## config.mk

```make
export PLATFORM = sky130hd
export DESIGN_NAME = mem8x8_arbiter_flat
export DESIGN_NICKNAME = d
export VERILOG_FILES = /design/src/rtl/mem8x8_arbiter_if.sv /design/src/rtl/mem8x8_arbiter.sv /design/src/flat_wrapper.sv
export SDC_FILE = /design/constraint.sdc
export NUM_CORES = 1
export LEC_CHECK = 0
export CAP_MARGIN = 20
export CORE_ASPECT_RATIO = 1.2
export CORE_UTILIZATION = 43
export CTS_CLUSTER_SIZE = 20
export DETAILED_ROUTE_END_ITERATION = 7
export PLACE_DENSITY_LB_ADDON = 0.05
export SETUP_SLACK_MARGIN = 0.1
export SYNTH_ARGS = -nofsm -noshare
export SYNTH_HDL_FRONTEND = slang
export SYNTH_SLANG_ARGS = --single-unit
```

## constraint.sdc

```tcl
create_clock -name clk -period 2.47 [get_ports clk]
set_input_delay 0.3705 -clock clk [delete_from_list [all_inputs] [get_ports clk]]
set_output_delay 0.3705 -clock clk [all_outputs]
set_load 0.005 [all_outputs]
```

## src/rtl/mem8x8_arbiter_if.sv

```systemverilog
// mem8x8_arbiter_if
//   Bundles the requester-side handshake and the memory-side control/data
//   bus of the 8x8 memory arbiter.
//   slave  : the arbiter's view. It receives requests and memory status and
//            drives grants, completion, read data and memory control.
//   master : the surrounding system's view (requesters plus memory group).
//   Requester side: req, we, addr0/1, wdata0/1 in; gnt, done, err, rdata out.
//   Memory side   : mem_sel, mem_rw, mem_addr, mem_wdata, mem_drive out;
//                   mem_valid, mem_rdata in.
interface mem8x8_arbiter_if #(
  parameter int AW = 3,
  parameter int DW = 8
);
  logic [1:0]    req;
  logic [1:0]    we;
  logic [AW-1:0] addr0;
  logic [AW-1:0] addr1;
  logic [DW-1:0] wdata0;
  logic [DW-1:0] wdata1;
  logic [1:0]    gnt;
  logic [1:0]    done;
  logic          err;
  logic [DW-1:0] rdata;
  logic          mem_sel;
  logic          mem_rw;
  logic [AW-1:0] mem_addr;
  logic [DW-1:0] mem_wdata;
  logic          mem_drive;
  logic          mem_valid;
  logic [DW-1:0] mem_rdata;

  modport slave (
    input  req, we, addr0, addr1, wdata0, wdata1, mem_valid, mem_rdata,
    output gnt, done, err, rdata, mem_sel, mem_rw, mem_addr, mem_wdata, mem_drive
  );

  modport master (
    output req, we, addr0, addr1, wdata0, wdata1, mem_valid, mem_rdata,
    input  gnt, done, err, rdata, mem_sel, mem_rw, mem_addr, mem_wdata, mem_drive
  );
endinterface

```

## src/rtl/mem8x8_arbiter.sv

```systemverilog
// mem8x8_arbiter
//   Two-port round-robin arbiter and access sequencer for the shared 8x8
//   memory. Serialises requests onto the single sel/op control interface,
//   enables the write-data tri-state driver only during write accesses, and
//   captures read data when the memory FSM reports valid. Accesses that see
//   no valid within TIMEOUT cycles are aborted and flagged with err.
//   Ports:
//     clk    : rising-edge clock
//     rst_n  : asynchronous active-low reset
//     bus    : mem8x8_arbiter_if.slave (requester handshake + memory bus)
module mem8x8_arbiter #(
  parameter int AW      = 3,
  parameter int DW      = 8,
  parameter int TIMEOUT = 15
) (
  input  logic                   clk,
  input  logic                   rst_n,
  mem8x8_arbiter_if.slave        bus
);

  typedef enum logic [1:0] {IDLE, ACCESS, DONE} state_t;

  localparam logic [7:0] CNT_LAST = 8'(TIMEOUT - 1);

  state_t        state_reg, state_next;
  logic          owner_reg, owner_next;   // requester index of current access
  logic          last_reg,  last_next;    // owner of the previous access
  logic          we_reg,    we_next;
  logic          err_reg,   err_next;     // set when the access timed out
  logic [7:0]    cnt_reg,   cnt_next;     // ACCESS cycles already spent
  logic [AW-1:0] addr_reg,  addr_next;
  logic [DW-1:0] wdata_reg, wdata_next;
  logic [DW-1:0] rdata_reg, rdata_next;
  logic          winner;

  always_ff @(posedge clk or negedge rst_n) begin
    if (!rst_n) begin
      state_reg <= IDLE;
      owner_reg <= 1'b0;
      last_reg  <= 1'b1;   // requester 0 wins the first contention
      we_reg    <= 1'b0;
      err_reg   <= 1'b0;
      cnt_reg   <= '0;
      addr_reg  <= '0;
      wdata_reg <= '0;
      rdata_reg <= '0;
    end else begin
      state_reg <= state_next;
      owner_reg <= owner_next;
      last_reg  <= last_next;
      we_reg    <= we_next;
      err_reg   <= err_next;
      cnt_reg   <= cnt_next;
      addr_reg  <= addr_next;
      wdata_reg <= wdata_next;
      rdata_reg <= rdata_next;
    end
  end

  always_comb begin
    state_next = state_reg;
    owner_next = owner_reg;
    last_next  = last_reg;
    we_next    = we_reg;
    err_next   = err_reg;
    cnt_next   = cnt_reg;
    addr_next  = addr_reg;
    wdata_next = wdata_reg;
    rdata_next = rdata_reg;
    winner     = 1'b0;

    case (state_reg)
      IDLE: begin
        if (|bus.req) begin
          // Single request wins outright; on contention the non-last one wins.
          winner     = (bus.req[0] && bus.req[1]) ? ~last_reg : bus.req[1];
          owner_next = winner;
          we_next    = bus.we[winner];
          addr_next  = winner ? bus.addr1  : bus.addr0;
          wdata_next = winner ? bus.wdata1 : bus.wdata0;
          cnt_next   = '0;
          err_next   = 1'b0;
          state_next = ACCESS;
        end
      end
      ACCESS: begin
        if (bus.mem_valid) begin
          if (!we_reg) begin
            rdata_next = bus.mem_rdata;
          end
          state_next = DONE;
        end else if (cnt_reg == CNT_LAST) begin
          err_next   = 1'b1;
          state_next = DONE;
        end else begin
          cnt_next = cnt_reg + 8'd1;
        end
      end
      DONE: begin
        last_next  = owner_reg;
        state_next = IDLE;
      end
      default: begin
        state_next = IDLE;
      end
    endcase
  end

  // Memory controls are decoded from the state register so that an
  // asynchronous reset removes sel and the bus driver immediately. The
  // driver is gated by the latched op, so reads never drive the bus.
  assign bus.mem_sel   = (state_reg == ACCESS);
  assign bus.mem_rw    = (state_reg == ACCESS) && we_reg;
  assign bus.mem_drive = (state_reg == ACCESS) && we_reg;
  assign bus.mem_addr  = addr_reg;
  assign bus.mem_wdata = wdata_reg;
  assign bus.err       = (state_reg == DONE) && err_reg;
  assign bus.rdata     = rdata_reg;

  genvar gi;
  generate
    for (gi = 0; gi < 2; gi++) begin : g_port
      assign bus.gnt[gi]  = (state_reg != IDLE) && (owner_reg == 1'(gi));
      assign bus.done[gi] = (state_reg == DONE) && (owner_reg == 1'(gi));
    end
  endgenerate

endmodule

```

## src/flat_wrapper.sv

```systemverilog
// flat-port wrapper written by rule: the top's interface ports become plain ports
module mem8x8_arbiter_flat 
#(
  parameter int AW      = 3,
  parameter int DW      = 8,
  parameter int TIMEOUT = 15
)
  (clk, rst_n, bus_req, bus_we, bus_addr0, bus_addr1, bus_wdata0, bus_wdata1, bus_mem_valid, bus_mem_rdata, bus_gnt, bus_done, bus_err, bus_rdata, bus_mem_sel, bus_mem_rw, bus_mem_addr, bus_mem_wdata, bus_mem_drive);
  mem8x8_arbiter_if #(.AW(AW), .DW(DW)) bus_i ();
  input  logic clk;
  input  logic rst_n;
  input wire logic [$bits(bus_i.req)-1:0] bus_req;
  input wire logic [$bits(bus_i.we)-1:0] bus_we;
  input wire logic [$bits(bus_i.addr0)-1:0] bus_addr0;
  input wire logic [$bits(bus_i.addr1)-1:0] bus_addr1;
  input wire logic [$bits(bus_i.wdata0)-1:0] bus_wdata0;
  input wire logic [$bits(bus_i.wdata1)-1:0] bus_wdata1;
  input wire logic [$bits(bus_i.mem_valid)-1:0] bus_mem_valid;
  input wire logic [$bits(bus_i.mem_rdata)-1:0] bus_mem_rdata;
  output wire logic [$bits(bus_i.gnt)-1:0] bus_gnt;
  output wire logic [$bits(bus_i.done)-1:0] bus_done;
  output wire logic [$bits(bus_i.err)-1:0] bus_err;
  output wire logic [$bits(bus_i.rdata)-1:0] bus_rdata;
  output wire logic [$bits(bus_i.mem_sel)-1:0] bus_mem_sel;
  output wire logic [$bits(bus_i.mem_rw)-1:0] bus_mem_rw;
  output wire logic [$bits(bus_i.mem_addr)-1:0] bus_mem_addr;
  output wire logic [$bits(bus_i.mem_wdata)-1:0] bus_mem_wdata;
  output wire logic [$bits(bus_i.mem_drive)-1:0] bus_mem_drive;
  assign bus_i.req = bus_req;
  assign bus_i.we = bus_we;
  assign bus_i.addr0 = bus_addr0;
  assign bus_i.addr1 = bus_addr1;
  assign bus_i.wdata0 = bus_wdata0;
  assign bus_i.wdata1 = bus_wdata1;
  assign bus_i.mem_valid = bus_mem_valid;
  assign bus_i.mem_rdata = bus_mem_rdata;
  assign bus_gnt = bus_i.gnt;
  assign bus_done = bus_i.done;
  assign bus_err = bus_i.err;
  assign bus_rdata = bus_i.rdata;
  assign bus_mem_sel = bus_i.mem_sel;
  assign bus_mem_rw = bus_i.mem_rw;
  assign bus_mem_addr = bus_i.mem_addr;
  assign bus_mem_wdata = bus_i.mem_wdata;
  assign bus_mem_drive = bus_i.mem_drive;
  mem8x8_arbiter #(.AW(AW), .DW(DW), .TIMEOUT(TIMEOUT)) u_core (.clk(clk), .rst_n(rst_n), .bus(bus_i));
endmodule
```

== Word level (Yosys, flattened, before mapping) ==
Cells that the tools add are included.

* Register bits after elaboration: 33
* Output and inout bits: 27

* Add/subtract/negate cells: 1
* $lt $le $gt $ge: 1
* Equal/unequal tests: 8
* Muxes and demuxes: 17
* Bitwise operators: 3
* Reduce and logical (&&, ||, !) cells: 16

{| class="wikitable"
|+ Operator list
! cell !! count
|-
| 2-to-1 mux 8 bit || 4
|-
| case mux 8 bit (2 select lines) || 1
|-
| adder 8 x 1 -> 8 bit (second input constant) || 1
|-
| equality test 8 x 4 -> 1 bit (second input constant) || 1
|-
| AND reduction 4 bit || 2
|-
| logical AND 1 bit || 7
|-
| 2-to-1 mux 1 bit || 6
|-
| 2-to-1 mux 2 bit || 3
|-
| inequality test 2 x 1 -> 1 bit (second input constant) || 2
|-
| inequality test 2 bit (second input constant) || 2
|-
| case mux 2 bit (2 select lines) || 1
|-
| AND reduction 2 bit || 2
|-
| nonzero test 2 bit || 2
|-
| 2-to-1 mux 3 bit || 1
|-
| inequality test 3 x 2 -> 1 bit (second input constant) || 1
|-
| NOT 1 bit || 3
|-
| AND reduction 3 bit || 1
|-
| equality test 2 x 1 -> 1 bit (second input constant) || 1
|-
| equality test 2 bit (second input constant) || 1
|-
| zero test 2 bit || 1
|-
| < comparator 1 x 2 -> 1 bit (second input constant) || 1
|-
| case mux 1 bit (2 select lines) || 1
|-
| OR reduction 2 bit || 1
|}

== Logic depth before layout (Yosys ltp) ==
Gate-level depths: netlist (run 1).

* Depth in word-level cells: 4
* Depth in mapped cells: 7

== Least setup slack after synthesis (run 1) ==
Ideal clock, no wire load.

* Kind: reg-to-reg
* Start point: register u_core.cnt_reg[0]
* End point: register u_core.cnt_reg[2]
* Library setup time: 0.124 ns
* Arrival time: 1.734 ns
* Setup slack: 0.612 ns
* Stages on the path, launching flop included: 7
* Buffers on the path: 0
* Cells stage by stage: dfrtp_1 > inv_1 > ha_1 > or4b_4 > o31ai_4 > nor3b_1 > a211o_1

* Longest elaborated chain between the ends: 4

{| class="wikitable"
|+ Ends and longest elaborated chain
! element !! RTL line !! RTL
|-
| from (decl) || mem8x8_arbiter.sv:30 || <nowiki>logic [7:0] cnt_reg, cnt_next;</nowiki>
|-
| from (signal assigned) || mem8x8_arbiter.sv:53 || <nowiki>cnt_reg <= cnt_next;</nowiki>
|-
| adder 8 x 1 -> 8 bit || mem8x8_arbiter.sv:96 || <nowiki>cnt_next = cnt_reg + 8'd1;</nowiki>
|-
| 2-to-1 mux 8 bit || mem8x8_arbiter.sv:92 || <nowiki>end else if (cnt_reg == CNT_LAST) begin</nowiki>
|-
| 2-to-1 mux 8 bit || mem8x8_arbiter.sv:87 || <nowiki>if (bus.mem_valid) begin</nowiki>
|-
| case mux 8 bit (2 select lines) || mem8x8_arbiter.sv:72 || <nowiki>case (state_reg)</nowiki>
|}

Several ways; a longest one is shown, not always the timed one. The select of a mux whose other input is x is not followed.
A chain may end at the register's enable or synchronous reset.

== Worst setup path after layout (run 1) ==
* Start point: register u_core.state_reg[1]
* End point: output bus_mem_rw

* Longest elaborated chain between the ends: 2

{| class="wikitable"
|+ Ends and longest elaborated chain
! element !! RTL line !! RTL
|-
| from (decl) || mem8x8_arbiter.sv:25 || <nowiki>state_t state_reg, state_next;</nowiki>
|-
| from (signal assigned) || mem8x8_arbiter.sv:48 || <nowiki>state_reg <= state_next;</nowiki>
|-
| equality test 2 x 1 -> 1 bit || mem8x8_arbiter.sv:113 || <nowiki>assign bus.mem_rw = (state_reg == ACCESS) && we_reg;</nowiki>
|-
| logical AND 1 bit || mem8x8_arbiter.sv:113 ||
|-
| to (decl) || flat_wrapper.sv:25 || <nowiki>output wire logic [$bits(bus_i.mem_rw)-1:0] bus_mem_rw;</nowiki>
|}

Every way passes these cells.

==> results of run 1 <==
[through the flow]
| step | cell area [µm²] | utilization, % | total power [mW] | setup slack [ns] |
|---|---|---|---|---|
| finish | 2350 | 68.7 | 2.31 | 0.339 |
| global route | 2350 | 68.7 | 2.47 | 0.224 |
| CTS | 2350 | 68.7 | 2.34 | 0.323 |
| detailed placement | 2270 | 66.3 | 1.95 | 0.453 |
| global placement | 2270 | 66.3 | 1.90 | 0.536 |
| floorplan | 1580 | - | 1.35 | 0.612 |
[logic make-up after synthesis]
kind of cell / count (synthesis) / synth area share, %
multiplexers: 22 / 14.6
flip-flops: 33 / 52.2
adder cells (fa/ha/maj): 2 / 1.58
AO/OA/AOI/OAI: 27 / 13.0
buffers and inverters: 7 / 1.97
AND/OR/NAND/NOR: 47 / 16.7
[layout make-up]
class | instances | area [µm²] | share of cell area [%]
clock buffers | 8 | 80.1 | 3.41
inverters | 3 | 11.3 | 0.479
multi-input cells | 98 | 726 | 30.9
flip-flops and latches | 33 | 827 | 35.2
well taps | 37 | 46.3 | 1.97
repair buffers | 67 | 661 | 28.1
[routing by layer]
metal,vias up,GRT usage [%]
li1,638,-
met1,626,21.7
met4,0,11.9
met3,9,4.73
met2,47,35.2
met5,-,0
[power by group through the flow]
| stage | clock [mW] | combinational (mW) | sequential [mW] |
|---|---|---|---|
| after global routing | 0.414 | 1.13 | 0.936 |
| after CTS | 0.396 | 1.04 | 0.905 |
| after detailed placement | 0 | 1.04 | 0.915 |
| final | 0.383 | 1.03 | 0.903 |
| after global placement | 0 | 1.01 | 0.897 |
| after floorplan | 0 | 0.449 | 0.905 |
[cells in the final DEF, fill, tap and decap left out, types with 5 or more instances in the layout]
cell | netlist | routed
a211o_1 | 5 | 5
clkbuf_8 | 0 | 5
clkdlybuf4s50_1 | 0 | 63
dfrtp_1 | 32 | 32
mux2_2 | 9 | 9
mux2i_1 | 13 | 13
nand2_1 | 15 | 15
nor2_1 | 5 | 5
o21ai_0 | 12 | 12
[worst reg2reg max path, stage by stage (launching register included)]
cell and delay, ns:
dfrtp_1 0.43, inv_1 0.08, ha_1 0.13, or4b_4 0.48, o31ai_4 0.38, nor3b_1 0.11, a211o_1 0.27
[worst max-delay path by stage]
stage                                   start                 to  slack [ns]  cells past startpoint
after global placement      u_core.cnt_reg[0]  u_core.cnt_reg[2]        0.54                      6
after floorplan             u_core.cnt_reg[0]  u_core.cnt_reg[2]        0.61                      6
after global routing      u_core.state_reg[1]         bus_mem_rw        0.22                      4
final                     u_core.state_reg[1]         bus_mem_rw        0.34                      4
after CTS                 u_core.state_reg[1]         bus_mem_rw        0.32                      4
after detailed placement        bus_mem_valid  u_core.cnt_reg[3]        0.45                      4
==> summary.md, run 1 <==
| Metric | Value |
|---|---|
| Outcome | finished with violations |
| Failing checks | design-rule violations |
| Seq/Total Area, Yosys | 52.2% |
| Final worst-path cycle share | 86.3% |
| Synth Cell Area | 0.00158 mm² |
| Worst R2R End | u_core.cnt_reg[2] |
| CTS clock-pin slew for the worst setup and hold paths | 0.07 ns |
| Max-slew headroom | 65.0% |
| Worst path cell trace | nand2b_1 > inv_1 > and2_1 > clkdlybuf4s50_1 |
| Min cycle time layout | 2.13 ns |
| Leak | 1.04 nW |
| Area grow syn2layout | 48.4% |
| Slew Viols, Final | 0 |
| CP Launch Type | flop |
| Max_cap viols | 0 |
| Slowest CP cell | clkdlybuf4s50_1 |
| Crit path DAT | 1.76 ns |
| EDFF count, synth | 0 |
| Initial antenna violation count | 0 |
| Met1 wire length | 1420 µm |
| P_int | 1.58 mW |
| Placed insts | 238 |
| Avg Inst Size Synth | 11.5 µm² |
| Drt total wl | 3670 µm |
| Met3 wire length | 231 µm |
| Async SR Flop Fraction | 100% |
| Hold buffers post-CTS | 0 |
| Setup Buffers After CTS | 0 |
| Worst r2r path cells | 6 |
| Initial Util | 46.3% |
| Register share of total power | 39.0% |
| Worst min-delay path class | input port to async pin |
| Worst Hold Slack | 0.485 ns |
| Die W | 57.4 µm |
| Reg2reg setup slack | 0.46 ns |
| Detailed Place HPWL | 2820 µm |
| DR top layer | met4 |
| Placer congestion estimate | 0.808 |
| Post-Layout Cell Count | 246 |
| CP max FO | 4 |
| Setup TNS | 0 ns |
| Bufs on Longest Clock Path | 2 |
| Global-route usage over all layers | 19.9% |
| Net Sw Frac | 31.8% |
| Kind of critical path | flop to primary output |
| Count leader, synth | dfrtp_1 |
| CTS Buf Count | 5 |
| Area leader, netlist | dfrtp_1 |
| Port Buffer Count | 63 |
| FP Rows | 23 |
| Clk sinks | 33 |
| H-tree depth | 2 |
| Routed len/inst | 14.9 µm |
| Synth Flop Type | dfrtp_1 |
| Final Hold Fails | 0 |
| TritonCTS clock tree | done |
| Diode count | 0 |
| Root buf cell | clkbuf_8 |
| Critical Path RT | 2.10 ns |
| Die height | 68.5 µm |
| Clock Power Share | 16.6% |
| Synth top area cells | dfrtp_1 (51%), mux2i_1 (8.2%), mux2_2 (6.4%) |
| DIE AREA | 0.00393 mm² |
| Clock latency on the worst-skew pair | 0.28 ns |
| Critical Path End Type | primary output |
| Largest net degree at the start of global routing | 34 |
| Yosys Warn Count | 0 |
| Remaining global-route overflow | 0 |
| #FFs+latches synth | 33 |
| Vias | 1320 |
| Fill count | 282 |
| Cts repair resizes | 0 |
| Fin Clk Skew | 0.00549 ns |
| Final setup viols | 0 |
| Synth top area share | 50.6% |
| Max VDD drop | 0.576 mV |
| Antenna viol nets, final | 0 |
| TritonRoute pass-1 iters | 6 |
| Synth cell types | 33 |
| Top post-synthesis cells by count | dfrtp_1 (32), nand2_1 (15), mux2i_1 (13), o21ai_0 (12), mux2_2 (9) |
| Peak per-stage delay on the critical path | 0.51 ns |
| Max frequency | 469 MHz |
| Final #Nets | 247 |
| R2r startpoint | u_core.cnt_reg[0] |
| RSZ-0062 raised after global routing | no |
| Core Area | 0.00342 mm² |
| Post-DR vias/cell | 5.37 |
| 1st-iter DRT viols | 43 |
| Layout cells sized above 1 | 12.0% |
| Vias in the first global route | 1327 |
| WP buf/inv | 2 |
| # DRC | 6 |
| # IOs | 64 |
| Met2 WL | 1930 µm |
| Critical path's top delay family | buffers and inverters |
| Post-Syn Instances | 138 |
| Worst slew pin tran | 0.523 ns |
| First-pass GRT wire length | 5780 µm |
| Comb power frac | 44.4% |
| Syn_nets | 177 |
| Sw Pwr | 0.735 mW |
| Cell Pwr Density | 985 mW/mm² |
(Power assumes the default switching activity.)
==> run 2: changes to the inputs <==
- SKIP_CTS_REPAIR_TIMING: unset -> 1
==> results of run 2 <==
Same layout as run 1: the final DEF is identical, and so are final timing and power.
